### config.mk
export PLATFORM = sky130hd
export DESIGN_NAME = mem_access_unit
export DESIGN_NICKNAME = d
export VERILOG_FILES = /design/src/rtl/mem_access_pkg.sv /design/src/rtl/mem_lane_align.sv /design/src/rtl/mem_access_unit.sv
export SDC_FILE = /design/constraint.sdc
export NUM_CORES = 1
export LEC_CHECK = 0
export CORE_ASPECT_RATIO = 1.1
export CORE_MARGIN = 5
export CORE_UTILIZATION = 40
export CTS_BUF_LIST = sky130_fd_sc_hd__clkbuf_4
export DETAILED_ROUTE_END_ITERATION = 8
export GPL_TIMING_DRIVEN = 1
export PLACE_DENSITY = 0.76
export SLEW_MARGIN = 20
export SYNTH_ARGS = -nofsm -noshare
export SYNTH_HDL_FRONTEND = slang
export SYNTH_SLANG_ARGS = --single-unit
export TNS_END_PERCENT = 5
### constraint.sdc
create_clock -name clk -period 9.7 [get_ports clk]
set_clock_uncertainty 0.2 [all_clocks]
set_input_delay 0.97 -clock clk [delete_from_list [all_inputs] [get_ports clk]]
set_output_delay 0.97 -clock clk [all_outputs]
set_load 0.02 [all_outputs]
### src/rtl/mem_access_pkg.sv
// Shared encodings for the load/store initiator.
//   SZ_*    : request size field encodings (2 bits)
//   state_t : sequencing FSM states of mem_access_unit
package mem_access_pkg;

  localparam logic [1:0] SZ_BYTE = 2'b00;
  localparam logic [1:0] SZ_HALF = 2'b01;
  localparam logic [1:0] SZ_WORD = 2'b10;
  localparam logic [1:0] SZ_RSVD = 2'b11;

  typedef enum logic [2:0] {
    ST_IDLE     = 3'd0,
    ST_RD_ISSUE = 3'd1,
    ST_RD_WAIT  = 3'd2,
    ST_WR_ISSUE = 3'd3,
    ST_RESP     = 3'd4
  } state_t;

endpackage

### src/rtl/mem_lane_align.sv
// Combinational byte-lane logic for a 32-bit little-endian word memory.
//   size       in  2   request size (byte/half/word/reserved)
//   sign       in  1   sign-extend sub-word load result
//   addr_lo    in  2   byte offset within the word
//   rword      in  32  word read from memory
//   wdata      in  32  store data, right-justified for byte/half
//   misaligned out 1   size/offset combination not allowed (reserved size included)
//   load_data  out 32  extracted and extended load result
//   merged     out 32  rword with the store lane(s) replaced by wdata
module mem_lane_align
  import mem_access_pkg::*;
(
  input  logic [1:0]  size,
  input  logic        sign,
  input  logic [1:0]  addr_lo,
  input  logic [31:0] rword,
  input  logic [31:0] wdata,
  output logic        misaligned,
  output logic [31:0] load_data,
  output logic [31:0] merged
);

  logic [4:0]  shamt;
  logic [31:0] shifted;
  logic [31:0] lane_mask;
  logic [31:0] lane_data;

  // For aligned halves addr_lo[0]=0, so one byte-granular shift serves all sizes.
  assign shamt   = {addr_lo, 3'b000};
  assign shifted = rword >> shamt;

  always_comb begin
    misaligned = 1'b0;
    load_data  = '0;
    lane_mask  = '0;
    lane_data  = '0;
    merged     = rword;
    case (size)
      SZ_BYTE: begin
        load_data = sign ? {{24{shifted[7]}}, shifted[7:0]} : {24'h0, shifted[7:0]};
        lane_mask = 32'h0000_00ff << shamt;
        lane_data = {24'h0, wdata[7:0]} << shamt;
        merged    = (rword & ~lane_mask) | lane_data;
      end
      SZ_HALF: begin
        misaligned = addr_lo[0];
        load_data  = sign ? {{16{shifted[15]}}, shifted[15:0]} : {16'h0, shifted[15:0]};
        lane_mask  = 32'h0000_ffff << shamt;
        lane_data  = {16'h0, wdata[15:0]} << shamt;
        merged     = (rword & ~lane_mask) | lane_data;
      end
      SZ_WORD: begin
        misaligned = |addr_lo;
        load_data  = rword;
        merged     = wdata;
      end
      default: misaligned = 1'b1;
    endcase
  end

endmodule

### src/rtl/mem_access_unit.sv
// Load/store initiator between the multicycle datapath and the word-addressed
// data memory. Byte/half stores are done as read-modify-write.
//   clk, reset         clock; asynchronous active-high reset
//   req_*              CPU request (valid/ready handshake, write, size, signed, addr, wdata)
//   resp_*             one-cycle completion pulse with load data and error flag
//   mem_*              memory strobes, word index, write word and registered read data
//
// state       | meaning
// ST_IDLE     | ready for a request; misaligned requests go straight to ST_RESP
// ST_RD_ISSUE | memread strobe for a load or the read half of a read-modify-write
// ST_RD_WAIT  | mem_data valid; capture load result or merged store word
// ST_WR_ISSUE | memwrite strobe with full or merged word
// ST_RESP     | resp_valid pulse, then back to ST_IDLE
module mem_access_unit
  import mem_access_pkg::*;
#(
  parameter int ADDR_W = 32,
  parameter int DATA_W = 32
) (
  input  logic              clk,
  input  logic              reset,
  input  logic              req_valid,
  output logic              req_ready,
  input  logic              req_write,
  input  logic [1:0]        req_size,
  input  logic              req_signed,
  input  logic [ADDR_W-1:0] req_addr,
  input  logic [DATA_W-1:0] req_wdata,
  output logic              resp_valid,
  output logic [DATA_W-1:0] resp_rdata,
  output logic              resp_err,
  output logic [ADDR_W-1:0] mem_address,
  output logic [DATA_W-1:0] mem_writeData,
  output logic              mem_memread,
  output logic              mem_memwrite,
  input  logic [DATA_W-1:0] mem_data
);

  state_t state, state_nxt;

  logic              accept;
  logic              write_q;
  logic [1:0]        size_q;
  logic              sign_q;
  logic [1:0]        addr_lo_q;
  logic [DATA_W-1:0] wdata_q;
  logic [DATA_W-1:0] rdata_q;
  logic              err_q;

  logic [1:0]        al_size;
  logic [1:0]        al_addr_lo;
  logic              misaligned;
  logic [DATA_W-1:0] load_data;
  logic [DATA_W-1:0] merged;

  // In IDLE the lane logic sees the live request so the misalign decision is
  // available at the accept edge; afterwards it works on the latched request.
  assign al_size    = (state == ST_IDLE) ? req_size      : size_q;
  assign al_addr_lo = (state == ST_IDLE) ? req_addr[1:0] : addr_lo_q;

  mem_lane_align u_align (
    .size       (al_size),
    .sign       (sign_q),
    .addr_lo    (al_addr_lo),
    .rword      (mem_data),
    .wdata      (wdata_q),
    .misaligned (misaligned),
    .load_data  (load_data),
    .merged     (merged)
  );

  assign accept     = req_valid & req_ready;
  assign resp_rdata = rdata_q;
  assign resp_err   = err_q;

  always_ff @(posedge clk or posedge reset) begin
    if (reset) state <= ST_IDLE;
    else       state <= state_nxt;
  end

  always_comb begin
    state_nxt    = state;
    req_ready    = 1'b0;
    resp_valid   = 1'b0;
    mem_memread  = 1'b0;
    mem_memwrite = 1'b0;
    case (state)
      ST_IDLE: begin
        req_ready = 1'b1;
        if (req_valid) begin
          if (misaligned)                           state_nxt = ST_RESP;
          else if (!req_write || req_size != SZ_WORD) state_nxt = ST_RD_ISSUE;
          else                                      state_nxt = ST_WR_ISSUE;
        end
      end
      ST_RD_ISSUE: begin
        mem_memread = 1'b1;
        state_nxt   = ST_RD_WAIT;
      end
      ST_RD_WAIT:  state_nxt = write_q ? ST_WR_ISSUE : ST_RESP;
      ST_WR_ISSUE: begin
        mem_memwrite = 1'b1;
        state_nxt    = ST_RESP;
      end
      ST_RESP: begin
        resp_valid = 1'b1;
        state_nxt  = ST_IDLE;
      end
      default: state_nxt = ST_IDLE;
    endcase
  end

  always_ff @(posedge clk or posedge reset) begin
    if (reset) begin
      write_q       <= 1'b0;
      size_q        <= SZ_BYTE;
      sign_q        <= 1'b0;
      addr_lo_q     <= 2'b00;
      wdata_q       <= '0;
      rdata_q       <= '0;
      err_q         <= 1'b0;
      mem_address   <= '0;
      mem_writeData <= '0;
    end else begin
      if (accept) begin
        write_q     <= req_write;
        size_q      <= req_size;
        sign_q      <= req_signed;
        addr_lo_q   <= req_addr[1:0];
        wdata_q     <= req_wdata;
        rdata_q     <= '0;
        err_q       <= misaligned;
        mem_address <= {2'b00, req_addr[ADDR_W-1:2]};
        if (req_write && req_size == SZ_WORD && !misaligned)
          mem_writeData <= req_wdata;
      end
      if (state == ST_RD_WAIT) begin
        if (write_q) mem_writeData <= merged;
        else         rdata_q       <= load_data;
      end
      // Response fields are only non-zero while resp_valid is high.
      if (state == ST_RESP) begin
        rdata_q <= '0;
        err_q   <= 1'b0;
      end
    end
  end

endmodule
==> tab_implementation.tex <==
\begin{tabular}{lr}
\hline
Metric & Value \\
\hline
\multicolumn{2}{l}{\textbf{Outcome}} \\
Status & finished clean \\
\multicolumn{2}{l}{\textbf{Drt}} \\
Count of vias placed by the detailed router & 6287 \\
Drt wl/cell & 21.8 um \\
DRC violation count after routing & 0 \\
Avg Vias per Cell & 5.76 \\
Pre-Repair DR Iteration Count & 6 \\
Residual antenna-violating net count after detailed routing & 0 \\
Total wire length after detailed routing & 23800 um \\
Number of violations reported at the end of detailed-routing iteration 0 & 672 \\
\multicolumn{2}{l}{\textbf{Clock network}} \\
Post-CTS setup buffer count & 0 \\
Clock transition at the registers of the reported paths & 0.11 ns \\
Cell at the root of the clock tree & sky130\_fd\_sc\_hd\_\_clkbuf\_4 \\
Number of levels the H-tree was split into & 4 \\
Number of clock buffers inserted by TritonCTS & 17 \\
Max clock buf depth & 2 \\
Number of clock sinks seen by CTS & 136 \\
Number of instances resized during post-cts repair & 0 \\
Clock tree from TritonCTS & built \\
Later-pin clock latency in the skew report & 0.55 ns \\
Total of hold buffers inserted after clock tree synthesis & 0 \\
\multicolumn{2}{l}{\textbf{STA}} \\
Unrepaired setup endpoints after global routing & false \\
Number of max-slew violations in the final report & 0 \\
Number of endpoints failing setup at the final stage & 0 \\
Hold slack final & 0.308 ns \\
Tcrit/Tclk final & 40.8\% \\
Tightest Pin Transition & 0.985 ns \\
Minimum clock period after layout & 3.96 ns \\
Final Hold Fails & 0 \\
Maximum frequency from static timing analysis & 253 MHz \\
Fin Setup TNS & 0 ns \\
Worst slew margin relative to its limit & 34.3\% \\
\multicolumn{2}{l}{\textbf{Layout}} \\
Final core utilization & 54.0\% \\
Layout overhead on the synthesized area & 31.9\% \\
Commonest non-fill, non-tap cell in the layout & sky130\_fd\_sc\_hd\_\_clkdlybuf4s50\_1 \\
Design Area, Final & 0.00962 sq mm \\
Number of filler cells placed in the layout & 1581 \\
Multi-input gate area & 0.00356 sq mm \\
Commonest cells after routing, fill and taps aside & sky130\_fd\_sc\_hd\_\_clkdlybuf4s50\_1, sky130\_fd\_sc\_hd\_\_dfrtp\_1, sky130\_fd\_sc\_hd\_\_a21oi\_1 \\
Fraction of layout instances using a drive strength above 1 & 15.3\% \\
Number of nets in the layout & 944 \\
FF+latch area & 0.00340 sq mm \\
\multicolumn{2}{l}{\textbf{Global routing}} \\
Wire length of the first global-routing pass & 36000 um \\
Global routing usage summed across all routing layers & 22.0\% \\
Vias in the first global route & 6237 \\
Initial antenna violation count & 1 \\
Total gr overflow & 0 \\
Largest net degree at the start of global routing & 78 \\
\multicolumn{2}{l}{\textbf{Critical path}} \\
Top fanout value on the critical path & 32 \\
Data arrival time of the critical path & 4.16 ns \\
Slowest stage cell on the critical path & sky130\_fd\_sc\_hd\_\_nor2\_1 \\
Buffers and inverters on the worst path & 1 \\
Family with the most delay on the worst path & simple AND/OR/NAND/NOR gates \\
Maximum single-stage delay on the critical path & 0.73 ns \\
Critical path class & input port to flop \\
Data required time of the critical path & 9.91 ns \\
CP startpoint kind & input port \\
Ordered list of cells on the worst path & clkdlybuf4s50\_1 -> nor4b\_2 -> nor2\_1 -> o32a\_4 -> nand4\_4 -> mux2i\_1 -> a21oi\_1 \\
Critical path endpoint category & flop \\
\multicolumn{2}{l}{\textbf{Synth}} \\
Mapped Area & 0.00730 sq mm \\
Post-synthesis cell count & 665 \\
Share of synthesized flip-flops with an asynchronous set or reset & 100\% \\
Dominant register cell in the synthesized netlist & sky130\_fd\_sc\_hd\_\_dfrtp\_1 \\
Avg Cell Area, Syn & 11.0 sq um \\
Synth cell types & 65 \\
Register bit count reported by yosys & 136 \\
Count of warnings emitted by yosys & 0 \\
Proportion of synthesized chip area in sequential cells & 46.6\% \\
Number of enable-type register cells in the synthesized netlist & 0 \\
\multicolumn{2}{l}{\textbf{Power}} \\
Power Dens Cells & 341 mW/mm\^{}2 \\
Pwr Total & 3.29 mW \\
Standby leakage power & 4.00 nW \\
Max rail drop VDD & 0.000155 V \\
\multicolumn{2}{l}{\textbf{Floorplanning}} \\
Vertical extent of the die & 152 um \\
Starting density of the core & 41.0\% \\
Width of the die & 139 um \\
Boundary pin count & 204 \\
Placement Rows & 51 \\
Area of the core & 0.0178 sq mm \\
Total Die Area & 0.0210 sq mm \\
\multicolumn{2}{l}{\textbf{Placed design}} \\
Area post-placement & 0.00936 sq mm \\
Placer Congestion & 0.928 \\
Sum of net half-perimeters after detailed placement & 17300 um \\
Input/output buffers & 201 \\
\multicolumn{2}{l}{\textbf{Worst hold path}} \\
Class of the worst hold path & flop to flop \\
\multicolumn{2}{l}{\textbf{Flow run}} \\
Reported max-cap violation count & 0 \\
\hline
\end{tabular}
-- Yosys cell counts, drive strengths merged (7+ instances only) --
cell type  number  area (sq um)
mux2i          51           527
a222oi          8          80.1
nor3           15          85.1
clkbuf         21          78.8
a221oi          8          70.1
a21boi          8          60.1
dfrtp         136          3400
a221o          14           140
a211oi         41           313
a21oi          78           398
buf            30           228
nand2          58           218
nor2b          19           119
o21ai          19          95.1
nor2           17          76.3
nand2b          7          43.8
mux2           73           826
-- kinds of logic (layout without fill, tap and decap cells) --
logic type,after synthesis,in the layout,synth area share (%)
buffers and inverters,57,243,4.68
AOI/OAI and AO/OA,214,214,20.8
other,1,3,0.0514
muxes,124,124,18.5
DFF,136,136,46.6
and+or+nand+nor,133,133,9.31
-- flip-flops by register name, indices dropped and copies added (netlist names) --
name           flops
size_q             2
write_q            1
sign_q             1
wdata_q           32
mem_address       30
state              3
resp_rdata        32
resp_err           1
addr_lo_q          2
mem_writeData     32
-- tightest hold or removal path, cell delays in order, from the launching register on --
cell	delay, ns
sky130_fd_sc_hd__dfrtp_1	0.37
sky130_fd_sc_hd__nand2_1	0.05
sky130_fd_sc_hd__o21ai_0	0.06
-- path summary, 6_finish.rpt --
check / from / end / slack [ns] / depth (start not counted)
setup / recovery: req_addr[0] / mem_writeData[26] / 5.74 / 7
hold / removal: resp_rdata[31] / resp_rdata[31] / 0.31 / 2
setup reg to reg: state[1] / mem_writeData[26] / 6.01 / 8
hold reg to reg: resp_rdata[31] / resp_rdata[31] / 0.31 / 2
max in group asynchronous: reset / wdata_q[4] / 7.07 / 3
min in group asynchronous: reset / mem_address[22] / 0.70 / 2
-- per-stage QoR --
| step | worst slack [ns] | cells |
|---|---|---|
| 3_5_place_dp | 5.24 | 1060 |
| 6_report | 5.74 | 1091 |
| 5_1_grt | 5.61 | 1091 |
| 3_3_place_gp | 5.39 | 1060 |
| 4_1_cts | 5.84 | 1090 |
| 2_1_floorplan | 4.89 | 666 |
-- routing by layer --
layer / global-route usage, % / wire, um / up-vias
met2: 34.4 / 11100 / 337
met1: 28.9 / 9760 / 3037
met5: 0 / 0 / -
li1: - / - / 2860
met3: 6.78 / 2210 / 53
met4: 7.97 / 711 / 0
-- where the power goes --
group | switching, mW | total (mW) | internal, mW | leakage [nW]
logic | 0.996 | 1.84 | 0.843 | 2.21
clock network | 0.213 | 0.360 | 0.148 | 0.129
registers | 0.245 | 1.09 | 0.842 | 1.66
total | 1.45 | 3.29 | 1.83 | 4.00
-- layout make-up --
type,count,share of cell area (%)
antenna,1,0.0260
inverter,6,0.390
sequential,136,35.4
clock buffer,17,1.33
clock inverter,13,1.39
tap,238,3.09
multi-input combinational,473,37.0
timing repair buffer,207,21.4
Note: power is estimated with default switching activity, not from simulation.
